==> src/rtl/fpa_pkg.sv <==
// Shared definitions for the fpa accumulator slice.
//   FP_W/EXP_W/MAN_W : IEEE-754 single-precision field widths
//   FP_POS_ZERO      : +0.0 encoding, the accumulator's idle value
//   state_t          : accumulator control states
package fpa_pkg;

    localparam int unsigned FP_W  = 32;
    localparam int unsigned EXP_W = 8;
    localparam int unsigned MAN_W = 23;

    localparam logic [FP_W-1:0] FP_POS_ZERO = 32'h0000_0000;

    typedef enum logic [1:0] {
        IDLE  = 2'd0,
        ACCUM = 2'd1,
        HOLD  = 2'd2
    } state_t;

endpackage

==> src/rtl/fpa_accumulator.sv <==
// Stream accumulator wrapped around an external combinational fpa adder.
// Sums a stream of single-precision words, one word per cycle, and presents
// the total plus a saturating element count on a valid/ready output.
// Ports:
//   clk, rst_n            clock, asynchronous active-low reset
//   clear                 synchronous abort, drops partial sum and pending result
//   in_valid/in_ready     input handshake; in_data word, in_last ends the stream
//   fpa_a, fpa_b          to adder: running sum and incoming word
//   fpa_sign/exp/mantis   adder result fields
//   out_valid/out_ready   result handshake; out_data total, out_count word count
module fpa_accumulator
    import fpa_pkg::*;
#(
    parameter int unsigned CNT_W = 16
) (
    input  logic              clk,
    input  logic              rst_n,
    input  logic              clear,
    input  logic              in_valid,
    output logic              in_ready,
    input  logic [FP_W-1:0]   in_data,
    input  logic              in_last,
    output logic [FP_W-1:0]   fpa_a,
    output logic [FP_W-1:0]   fpa_b,
    input  logic              fpa_sign,
    input  logic [EXP_W-1:0]  fpa_exp,
    input  logic [MAN_W-1:0]  fpa_mantis,
    output logic              out_valid,
    input  logic              out_ready,
    output logic [FP_W-1:0]   out_data,
    output logic [CNT_W-1:0]  out_count
);

    state_t            state, state_nxt;
    logic [FP_W-1:0]   acc, acc_nxt;
    logic [CNT_W-1:0]  count, count_nxt;
    logic [CNT_W-1:0]  count_inc;
    logic              out_valid_nxt;
    logic [FP_W-1:0]   out_data_nxt;
    logic [CNT_W-1:0]  out_count_nxt;
    logic [FP_W-1:0]   sum;
    logic              accept;

    // Clamp at all-ones instead of wrapping; the sum itself keeps going.
    function automatic logic [CNT_W-1:0] sat_inc(input logic [CNT_W-1:0] c);
        return (c == '1) ? c : c + CNT_W'(1);
    endfunction

    assign fpa_a     = acc;
    assign fpa_b     = in_data;
    assign sum       = {fpa_sign, fpa_exp, fpa_mantis};
    assign count_inc = sat_inc(count);

    // Held low during reset, while clear is asserted, and while a result waits.
    assign in_ready = rst_n & ~clear & (state != HOLD);
    assign accept   = in_valid & in_ready;

    always_ff @(posedge clk or negedge rst_n) begin
        if (!rst_n) begin
            state     <= IDLE;
            acc       <= FP_POS_ZERO;
            count     <= '0;
            out_valid <= 1'b0;
            out_data  <= '0;
            out_count <= '0;
        end else begin
            state     <= state_nxt;
            acc       <= acc_nxt;
            count     <= count_nxt;
            out_valid <= out_valid_nxt;
            out_data  <= out_data_nxt;
            out_count <= out_count_nxt;
        end
    end

    always_comb begin
        state_nxt     = state;
        acc_nxt       = acc;
        count_nxt     = count;
        out_valid_nxt = out_valid;
        out_data_nxt  = out_data;
        out_count_nxt = out_count;

        if (clear) begin
            state_nxt     = IDLE;
            acc_nxt       = FP_POS_ZERO;
            count_nxt     = '0;
            out_valid_nxt = 1'b0;
        end else begin
            unique case (state)
                IDLE: begin
                    // First word is loaded directly so -0 and specials survive.
                    if (accept) begin
                        if (in_last) begin
                            out_data_nxt  = in_data;
                            out_count_nxt = CNT_W'(1);
                            out_valid_nxt = 1'b1;
                            state_nxt     = HOLD;
                        end else begin
                            acc_nxt   = in_data;
                            count_nxt = CNT_W'(1);
                            state_nxt = ACCUM;
                        end
                    end
                end
                ACCUM: begin
                    if (accept) begin
                        if (in_last) begin
                            out_data_nxt  = sum;
                            out_count_nxt = count_inc;
                            out_valid_nxt = 1'b1;
                            acc_nxt       = FP_POS_ZERO;
                            count_nxt     = '0;
                            state_nxt     = HOLD;
                        end else begin
                            acc_nxt   = sum;
                            count_nxt = count_inc;
                        end
                    end
                end
                HOLD: begin
                    if (out_ready) begin
                        out_valid_nxt = 1'b0;
                        state_nxt     = IDLE;
                    end
                end
                default: begin
                    state_nxt     = IDLE;
                    acc_nxt       = FP_POS_ZERO;
                    count_nxt     = '0;
                    out_valid_nxt = 1'b0;
                end
            endcase
        end
    end

endmodule

==> config.mk <==
export PLATFORM = sky130hd
export DESIGN_NAME = fpa_accumulator
export DESIGN_NICKNAME = d
export VERILOG_FILES = /design/src/rtl/fpa_pkg.sv /design/src/rtl/fpa_accumulator.sv
export SDC_FILE = /design/constraint.sdc
export NUM_CORES = 1
export LEC_CHECK = 0
export BUFFER_PORTS_ARGS = -buffer_cell sky130_fd_sc_hd__buf_4
export CORE_ASPECT_RATIO = 0.5
export CORE_MARGIN = 3
export CORE_UTILIZATION = 40
export DETAILED_ROUTE_END_ITERATION = 16
export PLACE_DENSITY = 0.67
export SLEW_MARGIN = 15
export SYNTH_ARGS = -nofsm -noshare
export SYNTH_HDL_FRONTEND = slang
export SYNTH_SLANG_ARGS = --single-unit
==> constraint.sdc <==
create_clock -name clk -period 2.47 [get_ports clk]
set_clock_uncertainty 0.2 [all_clocks]
set_input_delay 0.494 -clock clk [delete_from_list [all_inputs] [get_ports clk]]
set_output_delay 0.494 -clock clk [all_outputs]
set_load 0.005 [all_outputs]
[Yosys cells after proc, flatten, opt, wreduce, memory -nomap -nowiden]
Index checks and enable logic that the tools add are counted.
W data, S select, Z words.
Cells by class
  bitwise operators: 4
  add/sub/neg operators: 1
  multiplexer cells: 35
  equality and inequality tests: 16
  reductions and logical operators: 7
Operators by type and width (count)
  $mux W32: 9
  $mux W16: 10
  $pmux W32 S3: 1
  $pmux W32 S2: 1
  $pmux W16 S3: 1
  $pmux W16 S2: 1
  $add A16 B1 Y16 const B: 1
  $eq A16 B16 Y1 const B: 1
  $ne A3 B3 Y1 const B: 5
  $mux W2: 6
  $ne A2 B2 Y1 const B: 6
  $reduce_and A4 Y1: 2
  $ne A3 B1 Y1 const B: 2
  $pmux W2 S3: 1
  $reduce_and A6 Y1: 1
  $mux W1: 4
  $and A1 B1 Y1: 3
  $reduce_and A3 Y1: 1
  $eq A2 B1 Y1 const B: 1
  $eq A2 B2 Y1 const B: 1
  $logic_not A2 Y1: 1
  $pmux W1 S2: 1
  $reduce_bool A2 Y1: 1
  $reduce_or A2 Y1: 1
  $not A1 Y1: 1
Word-level totals
  flip-flop bits (word level): 99
  input bits: 70
  logic and storage cells: 69

[Logic depth before layout (Yosys ltp)]
  depth in word-level cells: 7
  gate-level depth with buffers: 7

[Worst setup path before layout]
No wires, ideal clock.
  path type: register to register
  start point: reg count[0]
  end point: reg out_count[10]
  period minus slack after synthesis: 2141 ps
  path slack: 329 ps
  cell stages (with the launch flop): 7
  arrival: 1849 ps
  required time: 2178 ps
  buffers on the path: 1
  cells stage by stage: dfrtp_1 > ha_1 > nand3_1 > or4_1 > buf_2 > and3_1 > o31ai_2
On the way
  word-level cells in the longest chain between the ends: 5
RTL lines
  start, declared: RTL line fpa_accumulator.sv:36  | logic [CNT_W-1:0] count, count_nxt;
  start signal, assigned: RTL line fpa_accumulator.sv:69  | count <= count_nxt;
  $add A16 B1 Y16 / $eq A16 B16 Y1 (equally long branches): RTL line fpa_accumulator.sv:46  | return (c == '1) ? c : c + CNT_W'(1);
  $mux W16 (*): RTL line fpa_accumulator.sv:46
  $mux W16 (*): RTL line fpa_accumulator.sv:108  | if (in_last) begin
  $mux W16 (*): RTL line fpa_accumulator.sv:107  | if (accept) begin
  $pmux W16 S2 (*): RTL line fpa_accumulator.sv:90  | unique case (state)
  end signal, assigned: RTL line fpa_accumulator.sv:72  | out_count <= out_count_nxt;
  end, declared: RTL line fpa_accumulator.sv:31  | output logic [CNT_W-1:0] out_count
Every way passes the cells marked *; elsewhere a longest branch is shown, timed or not. The select of a mux whose other input is x is not followed.
A chain may end at the register's enable or synchronous reset.

[Worst setup path after layout]
Same ends and word-level chain as after synthesis.

==> results.ini <==
[status]
outcome=finished, final reports clean

[die]
fp.dieH_um=86.0
pin_count=184
die_w_um=166
die_area_um2=14300
row_count=28
initial_core_util_pct=42.1
coreArea_um2=12200

[flow_run]
maxCapViolCount=0

[timing]
rsz0062_at_grt=no
relSlewSlack_pct=35.7
finalCritPeriodShare_pct=94.9
setup_viol=0
maxSlewViolCount=0
hold_viol_final=0
period_needed_ns=2.34
finalSetupTns_ns=0
holdWs_ns=0.219
worstMarginPinSlew_ns=0.965
max_freq_mhz=427

[logic_synthesis]
synth_top_cell_by_area=dfrtp_1
yosys_register_bits=99
ys_seq_area_share_pct=48.4
syn_nets=604
synth_flop_cell=dfrtp_1
yosys_warnings=0
yosysUniqueCellTypes=52
async_flop_share_pct=100
syn_area_per_cell_um2=9.61
synth_area_leaders=dfrtp_1 (48%), o21ai_1 (7.5%), mux2i_1 (6.6%)
synth_cells=533
synthesis.area_um2=5120
synth-edff-count=0
yosysTopAreaCellShare_pct=48.4

[finish]
area_delta_synth_final_pct=33.1
layout.nets=748
drive_above_1_share_pct=34.3
final_area_um2=6820
num-fill-cells=1095
antenna_cells=0

[worst_setup_path]
cp-end-kind=flop
max_stage_delay_ns=0.73
required_ns=2.54
cp-start-kind=flop
r2r_cells=5
slowest_stage=or4_1
path_max_fanout=9
path_class=reg2reg
cp_cell_sequence=ha_1, nand3_1, or4_1, and3_1, o31ai_2
cp.arrival_ns=2.41

[grt]
grt_max_degree=76
antenna_found_initial=0
grt_pass1_wl_um=24100
grt_usage_pct=21.0
grt_pass1_vias=4517
grt_overflow=0

[clock_tree]
cts_buffer_depth=2
clock_tree.htree_level_count=3
cts_resized=0
cts_tree=done
cts_sinks=99
cts_made_buffers=9
worstSkewPairLatency_ns=0.35
path_clk_slew_ns=0.07
cts_root_buf=clkbuf_16

[route]
drc_errors=0
vias=4529
wl_per_cell_um=17.6
drtPass1Iterations=4
first_iter_violations=254
ant_nets=0
vias_per_cell=5.35
wl_um=14900

[power]
p_sw_share_pct=28.4
p_comb_share_pct=22.4
p_per_area_nw_per_um2=608
power_frac_clock_pct=31.6
leakage_nw=3.34
switching_power_mw=1.18
pwr-share-seq_pct=46.0
ir_worst_vdd_mv=0.303
p_int_mw=2.97

[min_path]
worstHoldPathType=in2reg
holdPathStages=2

[place]
post-dp-hpwl_um=10600
place_area_um2=6540
numPortBuffers=183
gp_congestion=0.847

[timing repair]
item | in CTS | in global routing
endpoints found under the setup margin | 0 | 0
hold endpoints to repair | 10 | 0
buffers inserted | 0 | 0
hold buffers | 1 | 0
[synthesized netlist by cell type, types with 4 or more instances]
master,n
clkbuf_1,28
o31ai_1,4
o21ai_1,77
a21oi_1,14
buf_2,12
and3_1,6
nand4_1,5
buf_1,4
mux2i_1,34
and4_1,5
buf_4,32
a31oi_1,7
nand3_1,9
xor2_1,4
nor3_1,6
nor2_1,6
o21ai_0,4
a21o_1,6
or4_1,5
dfrtp_1,99
nand2_1,88
a32oi_1,32
[final timing paths]
check / slack, ns / startpoint / end
min in group asynchronous: 0.37 / rst_n / state[0]
min reg2reg: 0.27 / out_count[8] / out_count[8]
min: 0.22 / clear / state[1]
max: 0.13 / count[0] / out_count[10]
max reg2reg: 0.13 / count[0] / out_count[10]
max in group asynchronous: 0.56 / rst_n / out_data[0]
[metrics by stage]
| stage | util (%) | worst slack [ns] | std cells | total power [mW] |
|---|---|---|---|---|
| global placement | 53.8 | 0.228 | 830 | 2.86 |
| CTS | 56.1 | 0.121 | 847 | 4.22 |
| floorplan | - | 0.329 | 533 | 2.31 |
| finish | 56.1 | 0.126 | 847 | 4.15 |
| detailed placement | 53.8 | 0.152 | 830 | 2.88 |
| global route | 56.1 | 0.0132 | 847 | 4.38 |
[layout by cell type, fill, tap and decap left out, types with 3 or more instances in the layout]
cell       count
buf_4        205
dfrtp_1       99
nand2_1       87
o21ai_1       77
mux2i_1       34
a32oi_1       32
a21oi_1       13
nand3_1        9
clkbuf_16      9
a31oi_1        7
a21o_1         6
and3_1         6
nor2_1         6
nand4_1        5
and4_1         5
or4_1          5
o21ai_0        4
nor3_1         4
o31ai_1        4
xor2_1         4
nor4_1         3
o2111ai_1      3
inv_1          3
o22ai_1        3
buf_12         3
[cell type report]
type	count	area [um2]	area share [%]
clock inverter	6	42.5	0.624
timing repair buffer	209	1610	23.6
inverter	3	11.3	0.165
tap	165	206	3.03
clock buffer	10	229	3.36
sequential	99	2480	36.3
multi-input combinational	355	2240	32.9
[sequential cells by signal (all words and copies together), names as in the netlist]
register   cells
count         16
out_data      32
state          2
fpa_a         32
out_valid      1
out_count     16
[layer usage]
layer	track usage [%]	wire length, um	vias up
met5	0	0	-
met4	5.96	233	0
met3	4.97	787	21
met2	37.7	7610	123
met1	25.7	6250	2166
li1	-	-	2219
[critical path: cells and delay by family (launching register included)]
family                     cells  cell delay [ns]
AOI/OAI and AO/OA              1             0.20
adders and majority gates      1             0.28
DFF                            1             0.44
and+or+nand+nor                3             1.14
[power groups by stage]
stage	combinational [mW]	sequential (mW)	clock, mW
after detailed placement	0.943	1.94	0
after CTS	0.946	1.91	1.36
after global placement	0.924	1.93	0
after global routing	1.02	1.94	1.42
final	0.928	1.91	1.31
after floorplan	0.364	1.94	0
[cells by family (layout without fill, tap and decap cells)]
family	Yosys count	after routing	synth area share [%]
AO/OA/AOI/OAI	166	166	20.9
XOR/XNOR	6	6	1.03
adder cells (fa/ha/maj)	1	1	0.244
buffers and inverters	79	228	8.43
flip-flops	99	99	48.4
multiplexers	35	35	6.87
AND/OR/NAND/NOR	147	147	14.1
(Power assumes the default switching activity.)
